$ cat config.mk
export PLATFORM = sky130hd
export DESIGN_NAME = display_scan_controller
export DESIGN_NICKNAME = d
export VERILOG_FILES = /design/src/rtl/display_scan_controller.sv
export SDC_FILE = /design/constraint.sdc
export NUM_CORES = 1
export LEC_CHECK = 0
export BUFFER_PORTS_ARGS = -buffer_cell sky130_fd_sc_hd__buf_4
export CAP_MARGIN = 15
export CORE_MARGIN = 8
export CORE_UTILIZATION = 40
export DETAILED_ROUTE_END_ITERATION = 8
export PLACE_DENSITY = 0.71
export SYNTH_ARGS = -nofsm -noshare
export SYNTH_HDL_FRONTEND = slang
export SYNTH_SLANG_ARGS = --single-unit
$ cat constraint.sdc
create_clock -name clk -period 3.82 [get_ports clk]
set_clock_uncertainty 0.05 [all_clocks]
set_input_delay 0.764 -clock clk [delete_from_list [all_inputs] [get_ports clk]]
set_output_delay 0.764 -clock clk [all_outputs]
set_load 0.01 [all_outputs]
$ cat src/rtl/display_scan_controller.sv
// Four-digit multiplexed 7-segment scanner with ghost blanking, PWM brightness,
// leading-zero suppression and tear-free (frame-aligned) digit updates.
module display_scan_controller #(
    parameter int REFRESH_DIV  = 1000,
    parameter int BLANK_CYCLES = 16
) (
    input  logic        clk,
    input  logic        reset,
    input  logic        upd_valid,
    output logic        upd_ready,
    input  logic [15:0] upd_digits,
    input  logic        lz_en,
    input  logic [3:0]  brightness,
    output logic [3:0]  anode,
    output logic [3:0]  one_digit,
    output logic [7:0]  cathode,
    output logic        frame_done
);

    localparam int CNT_W = $clog2(REFRESH_DIV);
    localparam logic [CNT_W-1:0] SLOT_LAST  = CNT_W'(REFRESH_DIV - 1);
    localparam logic [CNT_W-1:0] SLOT_BLANK = CNT_W'(BLANK_CYCLES);

    logic [CNT_W-1:0] slot_cnt;
    logic [1:0]       r_counter;
    logic [15:0]      shadow_reg;
    logic [15:0]      pending_reg;
    logic             full_reg;

    logic             frame_end;
    logic [3:0]       digit_nib [4];
    logic [3:0]       suppress;
    logic [3:0]       digit_sel;
    logic [3:0]       anode_next;
    logic [7:0]       seg_next;

    assign frame_end = (slot_cnt == SLOT_LAST) && (r_counter == 2'd3);
    assign upd_ready = !full_reg;

    // A digit is suppressible when it and every more-significant digit are zero;
    // the ones digit always stays lit so a value of zero still shows "0".
    genvar gi;
    generate
        for (gi = 0; gi < 4; gi++) begin : g_digit
            assign digit_nib[gi] = shadow_reg[4*gi +: 4];
            if (gi == 0) begin : g_ones
                assign suppress[gi] = 1'b0;
            end else begin : g_upper
                assign suppress[gi] = (shadow_reg[15:4*gi] == '0);
            end
        end
    endgenerate

    assign digit_sel = digit_nib[r_counter];

    always_comb begin
        anode_next = 4'hF;
        if ((slot_cnt >= SLOT_BLANK) &&
            !(lz_en && suppress[r_counter]) &&
            ((brightness == 4'hF) || (slot_cnt[3:0] < brightness))) begin
            anode_next = ~(4'b0001 << r_counter);
        end
    end

    always_comb begin
        seg_next = 8'hFF;
        case (digit_sel)
            4'd0: seg_next = 8'hC0;
            4'd1: seg_next = 8'hF9;
            4'd2: seg_next = 8'hA4;
            4'd3: seg_next = 8'hB0;
            4'd4: seg_next = 8'h99;
            4'd5: seg_next = 8'h92;
            4'd6: seg_next = 8'h82;
            4'd7: seg_next = 8'hF8;
            4'd8: seg_next = 8'h80;
            4'd9: seg_next = 8'h90;
            default: seg_next = 8'hFF;
        endcase
    end

    always_ff @(posedge clk or posedge reset) begin
        if (reset) begin
            slot_cnt    <= '0;
            r_counter   <= 2'd0;
            shadow_reg  <= 16'h0000;
            pending_reg <= 16'h0000;
            full_reg    <= 1'b0;
            anode       <= 4'hF;
            one_digit   <= 4'h0;
            cathode     <= 8'hFF;
            frame_done  <= 1'b0;
        end else begin
            if (slot_cnt == SLOT_LAST) begin
                slot_cnt  <= '0;
                r_counter <= r_counter + 2'd1;
            end else begin
                slot_cnt <= slot_cnt + CNT_W'(1);
            end

            // Commit only at the frame boundary; a value accepted on that same
            // edge lands in pending and waits for the following boundary.
            if (frame_end && full_reg) begin
                shadow_reg <= pending_reg;
                full_reg   <= 1'b0;
            end else if (upd_valid && !full_reg) begin
                pending_reg <= upd_digits;
                full_reg    <= 1'b1;
            end

            anode      <= anode_next;
            one_digit  <= digit_sel;
            cathode    <= seg_next;
            frame_done <= frame_end;
        end
    end

endmodule

==> metrics.txt, run 1 <==
first-pass GRT wire length 8670 µm; chip height 98.3 µm; maximum vdd drop 194 µV; drt via density 4.96; CTS tree done; switching share of power 19.6%; CTS Buf Count 9; DRC Markers 0; Seq/Total Area, Yosys 56.9%; number of max-cap violations 0; RSZ-0062 raised after global routing false; Hold Vio Cnt, Final 0; port buffer count 40; clock root cell clkbuf_8; hold slack 0.436 ns; Post-CTS Repair Setup Buffers 0; area leader, netlist dfrtp_1; status finished clean; Via Count 1681; Placed Cells 323; post-synthesis average cell area 13.0 µm²; Filler cells 615; CP dominant cell by count and3_1; I/O pin cnt 42; routability congestion estimate from global placement 0.751; Syn. warnings 0; Final Core Density 49.4%; n_diodes 0; Seq pwr share 48.2%; H-tree depth 3; P_leak 1.61 nW; GR peak layer met2; antenna viol nets, final 0; cells after synthesis 209; hpwl dp 3610 µm; worst hold path class reg -> reg; Total Wirelength 5030 µm; #FFs+latches synth 61; number of synthesized flops with an enable pin 0; slew margin rel. 41.9%; Final min period 2.73 ns; Setup WS post-layout 1.09 ns; Die Wd 98.3 µm; worst path arrival time 2.90 ns; unique cell type count in the Yosys netlist 35; post-synthesis async set-or-reset flop share 100%; Row Count 30; number of hold buffers added after cts 0; fmax 366 MHz; final critical-path share of the clock period 71.5%; Area growth, synth to finish 22.0%; cell-by-cell trace of the critical path ha_1 -> nand2_2 -> nor4b_2 -> and3_1 -> and3_1 -> mux2_2; main area contributors after synthesis dfrtp_1 (46%), dfstp_2 (11%), mux2_2 (9.6%), ha_1 (6.5%), mux2_1 (3.7%); Crit path largest cell delay 0.70 ns; required time worst endpoint 3.99 ns; worst slack, placed 1.10 ns; CP max-delay cell and3_1; DRT iter0 DRCs 45; Synth Flop Type dfrtp_1; Slew @ Worst Pin 0.870 ns; top-area cell type share of the netlist area 46.2%; Initial Utilization 40.5%; post-CTS sizing 0; P per Cell Area 426 nW/µm²; most frequent cell after synthesis dfrtp_1; Core Area 6680 µm²; CP Class reg -> reg; Post-Layout Cell Count 339; Combinational Power Share 3.9%; Final setup viols 0; Worst-Skew Late Latency 0.34 ns; commonest cells in the netlist dfrtp_1 (50), mux2_2 (23), ha_1 (14), inv_1 (14), nor2_1 (12); grt ovf 0; Pint 1.13 mW; number of antenna violations at the first check in global routing 0; syn nets 247; Pins Over Slew Limit 0; met1 Usage GRT 13.9%; Clock Path Buffers 2; critical path endpoint category flip-flop; vias in the first global route 1768; share of layout cells above drive strength 1 37.5%; CP startpoint kind flip-flop; grt met2 use 16.7%; Synth Cell Area 2710 µm²; Max FO, Critical Path 17; gr usage total 11.5%; Wirelength per Cell 14.8 µm; sw power 275 µW; largest net degree at the start of global routing 44; # clock sinks 61; TNS Setup 0 ns; first-pass iteration count of the detailed router 6; met3 Use GR 4.62%; Clk pwr share 47.9%; final net count 292; clock-pin slew on the worst setup and hold paths 0.06 ns; DIE AREA 9660 µm²
[layout by cell type (no fill, tap or decap), types with 3 or more instances in the layout]
master / n
dfrtp_1: 50
buf_4: 42
mux2_2: 23
ha_1: 14
inv_1: 13
nor2_1: 12
dfstp_2: 11
mux2_1: 9
nand2_1: 9
clkbuf_8: 9
nand3_1: 8
o21ai_0: 7
a21oi_1: 6
mux4_2: 4
xor2_1: 4
xnor2_1: 4
and3_1: 3
nor3_1: 3
nor4_1: 3
bufinv_16: 3
[critical path, delay by kind of cell, from the launching register on]
family	cells	cell delay, ns
mux	1	0.41
simple gates	4	1.50
fa+ha+maj	1	0.24
flops	1	0.41
[layout make-up]
| class | count | area, µm² | share of cell area, % |
|---|---|---|---|
| Clock inverter | 5 | 100 | 3.03 |
| Clock buffer | 11 | 131 | 3.98 |
| Multi-Input combinational cell | 126 | 1060 | 32.2 |
| Sequential cell | 61 | 1540 | 46.6 |
| Tap cell | 80 | 100 | 3.03 |
| Timing Repair Buffer | 42 | 315 | 9.55 |
| Inverter | 14 | 52.6 | 1.59 |
[worst paths after layout]
path	start	end	slack (ns)	cells past startpoint
min	shadow_reg[1]	shadow_reg[1]	0.44	1
max in group asynchronous	reset	anode[1]	2.32	3
max	slot_cnt[0]	shadow_reg[11]	1.09	6
min in group asynchronous	reset	shadow_reg[3]	0.56	2
max reg2reg	slot_cnt[0]	shadow_reg[11]	1.09	6
min reg2reg	shadow_reg[1]	shadow_reg[1]	0.44	1
[power groups by stage]
stage	Clock (mW)	Combinational [mW]	Sequential, mW
floorplan	0	0.0317	0.684
global placement	0	0.0559	0.688
detailed placement	0	0.0573	0.689
CTS	0.697	0.0575	0.678
global route	0.730	0.0630	0.680
finish	0.673	0.0555	0.677
[cells by family after synthesis]
group,after synthesis,synth area share (%)
flops,61,56.9
simple gates,46,8.55
mux,38,17.4
buf+inv,22,3.88
compound gates,19,4.11
fa+ha+maj,14,6.47
xor+xnor,8,2.59
other cells,1,0.138
[stage by stage]
stage | total power [mW] | area, µm²
2_1_floorplan | 0.716 | 2710
3_3_place_gp | 0.744 | 3070
3_5_place_dp | 0.747 | 3070
4_1_cts | 1.43 | 3300
5_1_grt | 1.47 | 3300
6_report | 1.41 | 3300
[routing by layer]
layer / vias up / wire length, µm
met5: - / 0
met2: 39 / 2330
met3: 7 / 285
met4: 0 / 95
li1: 810 / -
met1: 825 / 2320
Power figures use the tool's default switching activity.
==> run 2, diff against run 1 <==
==> constraint.sdc (replaced) <==
create_clock -name clk -period 2.8 [get_ports clk]
set_clock_uncertainty 0.05 [all_clocks]
set_input_delay 0.56 -clock clk [delete_from_list [all_inputs] [get_ports clk]]
set_output_delay 0.56 -clock clk [all_outputs]
set_load 0.01 [all_outputs]
==> run 2 against run 1 <==
  * Hold slack lost 0.047 ns
  * Routed wire length shrank 1.7%
  * Critical path depth grew 1
  * Clock power grew 3%
  * Sequential share of layout area grew 0.63 points
  * Cell count grew 0.59%
  * Count of clock-buffer cells in the layout grew 3
  * Setup slack lost 0.39 ns
  * Final area shrank 1.3%
  * Non-clock buffer count grew 2
==> metrics.txt, run 2 (synthesis results as in run 1) <==
status finished clean; Clock Path Buffers 2 (unchanged); first-pass iteration count of the detailed router 4 (-2); Final Core Density 48.8% (-0.66 points); P_leak 1.60 nW (-0.99%); chip height 98.3 µm (unchanged); sw power 368 µW (+34%); required time worst endpoint 2.98 ns (-1.01 ns); vias in the first global route 1759 (-0.51%); final net count 294 (+0.68%); Total Wirelength 4950 µm (-1.7%); maximum vdd drop 273 µV (+41%); Initial Utilization 40.5% (unchanged); CP dominant cell by count and3_1; CTS Buf Count 9 (unchanged); slew margin rel. 49.2% (+7.3 points); Area growth, synth to finish 20.3%; CP Class reg -> reg; GR peak layer met2; port buffer count 40 (unchanged); largest net degree at the start of global routing 62 (+41%); worst path arrival time 2.28 ns (-0.62 ns); CP endpoint shadow_reg[11]; Slew @ Worst Pin 0.762 ns (-0.108 ns); Worst-Skew Late Latency 0.34 ns (about the same); Combinational Power Share 4.5% (+0.6 points); Pint 1.32 mW (+17%); R2R Path End shadow_reg[11]; Post-Layout Cell Count 341 (+0.59%); Core Area 6680 µm² (unchanged); switching share of power 21.8% (+2.2 points); grt met2 use 15.9% (-0.84 points); DIE AREA 9660 µm² (unchanged); Wirelength per Cell 14.5 µm (-2.2%); critical path endpoint category flip-flop; first-pass GRT wire length 8630 µm (-0.55%); share of layout cells above drive strength 1 37.5% (+0.096 points); Max FO, Critical Path 17 (unchanged); overall power 1.69 mW (+20%); number of hold buffers added after cts 0 (unchanged); fmax 475 MHz (+30%); CP max-delay cell dfrtp_1; number of max-cap violations 0 (unchanged); Placed Cells 325 (+0.62%); Worst Setup SP slot_cnt[0]; grt ovf 0 (unchanged); met3 Use GR 4.41% (-0.21 points); I/O pin cnt 42 (unchanged); Row Count 30 (unchanged); R2R Path Start slot_cnt[0]; Setup WS post-layout 0.696 ns (-0.391 ns); Final setup viols 0 (unchanged); post-CTS sizing 0 (unchanged); gr usage total 11.4% (-0.037 points); CTS tree done; hpwl dp 3550 µm (-1.7%); DRC Markers 0 (unchanged); drt via density 4.87 (-1.8%); antenna viol nets, final 0 (unchanged); Pins Over Slew Limit 0 (unchanged); Clk pwr share 40.9% (-7.0 points); n_diodes 0 (unchanged); H-tree depth 3 (unchanged); CP startpoint kind flip-flop; commonest non-fill, non-tap cells in the layout dfrtp_1 (50), buf_4 (44), mux2_2 (23), ha_1 (14), inv_1 (13); worst slack, placed 0.696 ns (-0.403 ns); DRT iter0 DRCs 38 (-16%); Seq pwr share 54.6% (+6.4 points); Hold Vio Cnt, Final 0 (unchanged); Crit path largest cell delay 0.40 ns (-0.30 ns); RSZ-0062 raised after global routing false; routability congestion estimate from global placement 0.778 (+3.7%); Die Wd 98.3 µm (unchanged); # clock sinks 61 (unchanged); TNS Setup 0 ns (unchanged); clock-pin slew on the worst setup and hold paths 0.07 ns (about the same); clock root cell clkbuf_8; worst hold path class in -> async; cell-by-cell trace of the critical path ha_1 -> nand2_2 -> nor4b_2 -> and3_1 -> and3_1 -> buf_4 -> mux2_2; Via Count 1661 (-1.2%); leading cell type in the layout, fill and taps excluded dfrtp_1; R2R Setup Slk 0.70 ns (-0.39 ns); Reg2Reg Depth 7 (+1); Final min period 2.10 ns (-0.629 ns); Post-CTS Repair Setup Buffers 0 (unchanged); met1 Usage GRT 14.3% (+0.45 points); final critical-path share of the clock period 75.1% (+3.6 points); number of antenna violations at the first check in global routing 0 (unchanged); P per Cell Area 519 nW/µm² (+22%)
==> run 2: how the worst min path moves through the flow <==
stage | startpoint | end | slack, ns
global route | upd_digits[9] | pending_reg[9] | 0.39
finish | reset | one_digit[2] | 0.39
CTS | upd_digits[9] | pending_reg[9] | 0.39
global placement | shadow_reg[1] | shadow_reg[1] | 0.42
floorplan | shadow_reg[0] | shadow_reg[0] | 0.40
detailed placement | shadow_reg[1] | shadow_reg[1] | 0.43
==> run 2: area by class of cell <==
cell class / instances / area (µm²)
tap: 80 / 100
timing repair buffer: 44 / 330
clock buffer: 14 / 163
inverter: 14 / 52.6
clock inverter: 2 / 10.0
multi-input combinational: 126 / 1060
fill: 609 / 3420
sequential: 61 / 1540
==> run 2: worst max-delay path, delay by kind of cell (launching register included) <==
| kind | cells | cell delay [ns] |
|---|---|---|
| adder cells (fa/ha/maj) | 1 | 0.24 |
| buffers and inverters | 1 | 0.24 |
| flip-flops | 1 | 0.40 |
| multiplexers | 1 | 0.36 |
| AND/OR/NAND/NOR | 4 | 0.70 |
==> run 2: per-stage QoR <==
stage	hold WS, ns	area [µm²]
2_1_floorplan	0.403	2710
3_3_place_gp	0.417	3090
3_5_place_dp	0.433	3090
4_1_cts	0.391	3260
5_1_grt	0.388	3260
6_report	0.389	3260
==> run 2: routing by layer <==
| layer | vias up | share of wire, % |
|---|---|---|
| met2 | 43 | 43 |
| li1 | 809 | - |
| met4 | 0 | 2.9 |
| met1 | 799 | 47 |
| met3 | 10 | 6.5 |
| met5 | - | 0 |
==> run 2: power groups by stage <==
stage / clock (mW) / sequential (mW) / combinational (mW)
floorplan: 0 / 0.934 / 0.0432
global placement: 0 / 0.939 / 0.0756
detailed placement: 0 / 0.940 / 0.0781
CTS: 0.707 / 0.924 / 0.0783
global route: 0.763 / 0.927 / 0.0859
finish: 0.690 / 0.923 / 0.0759
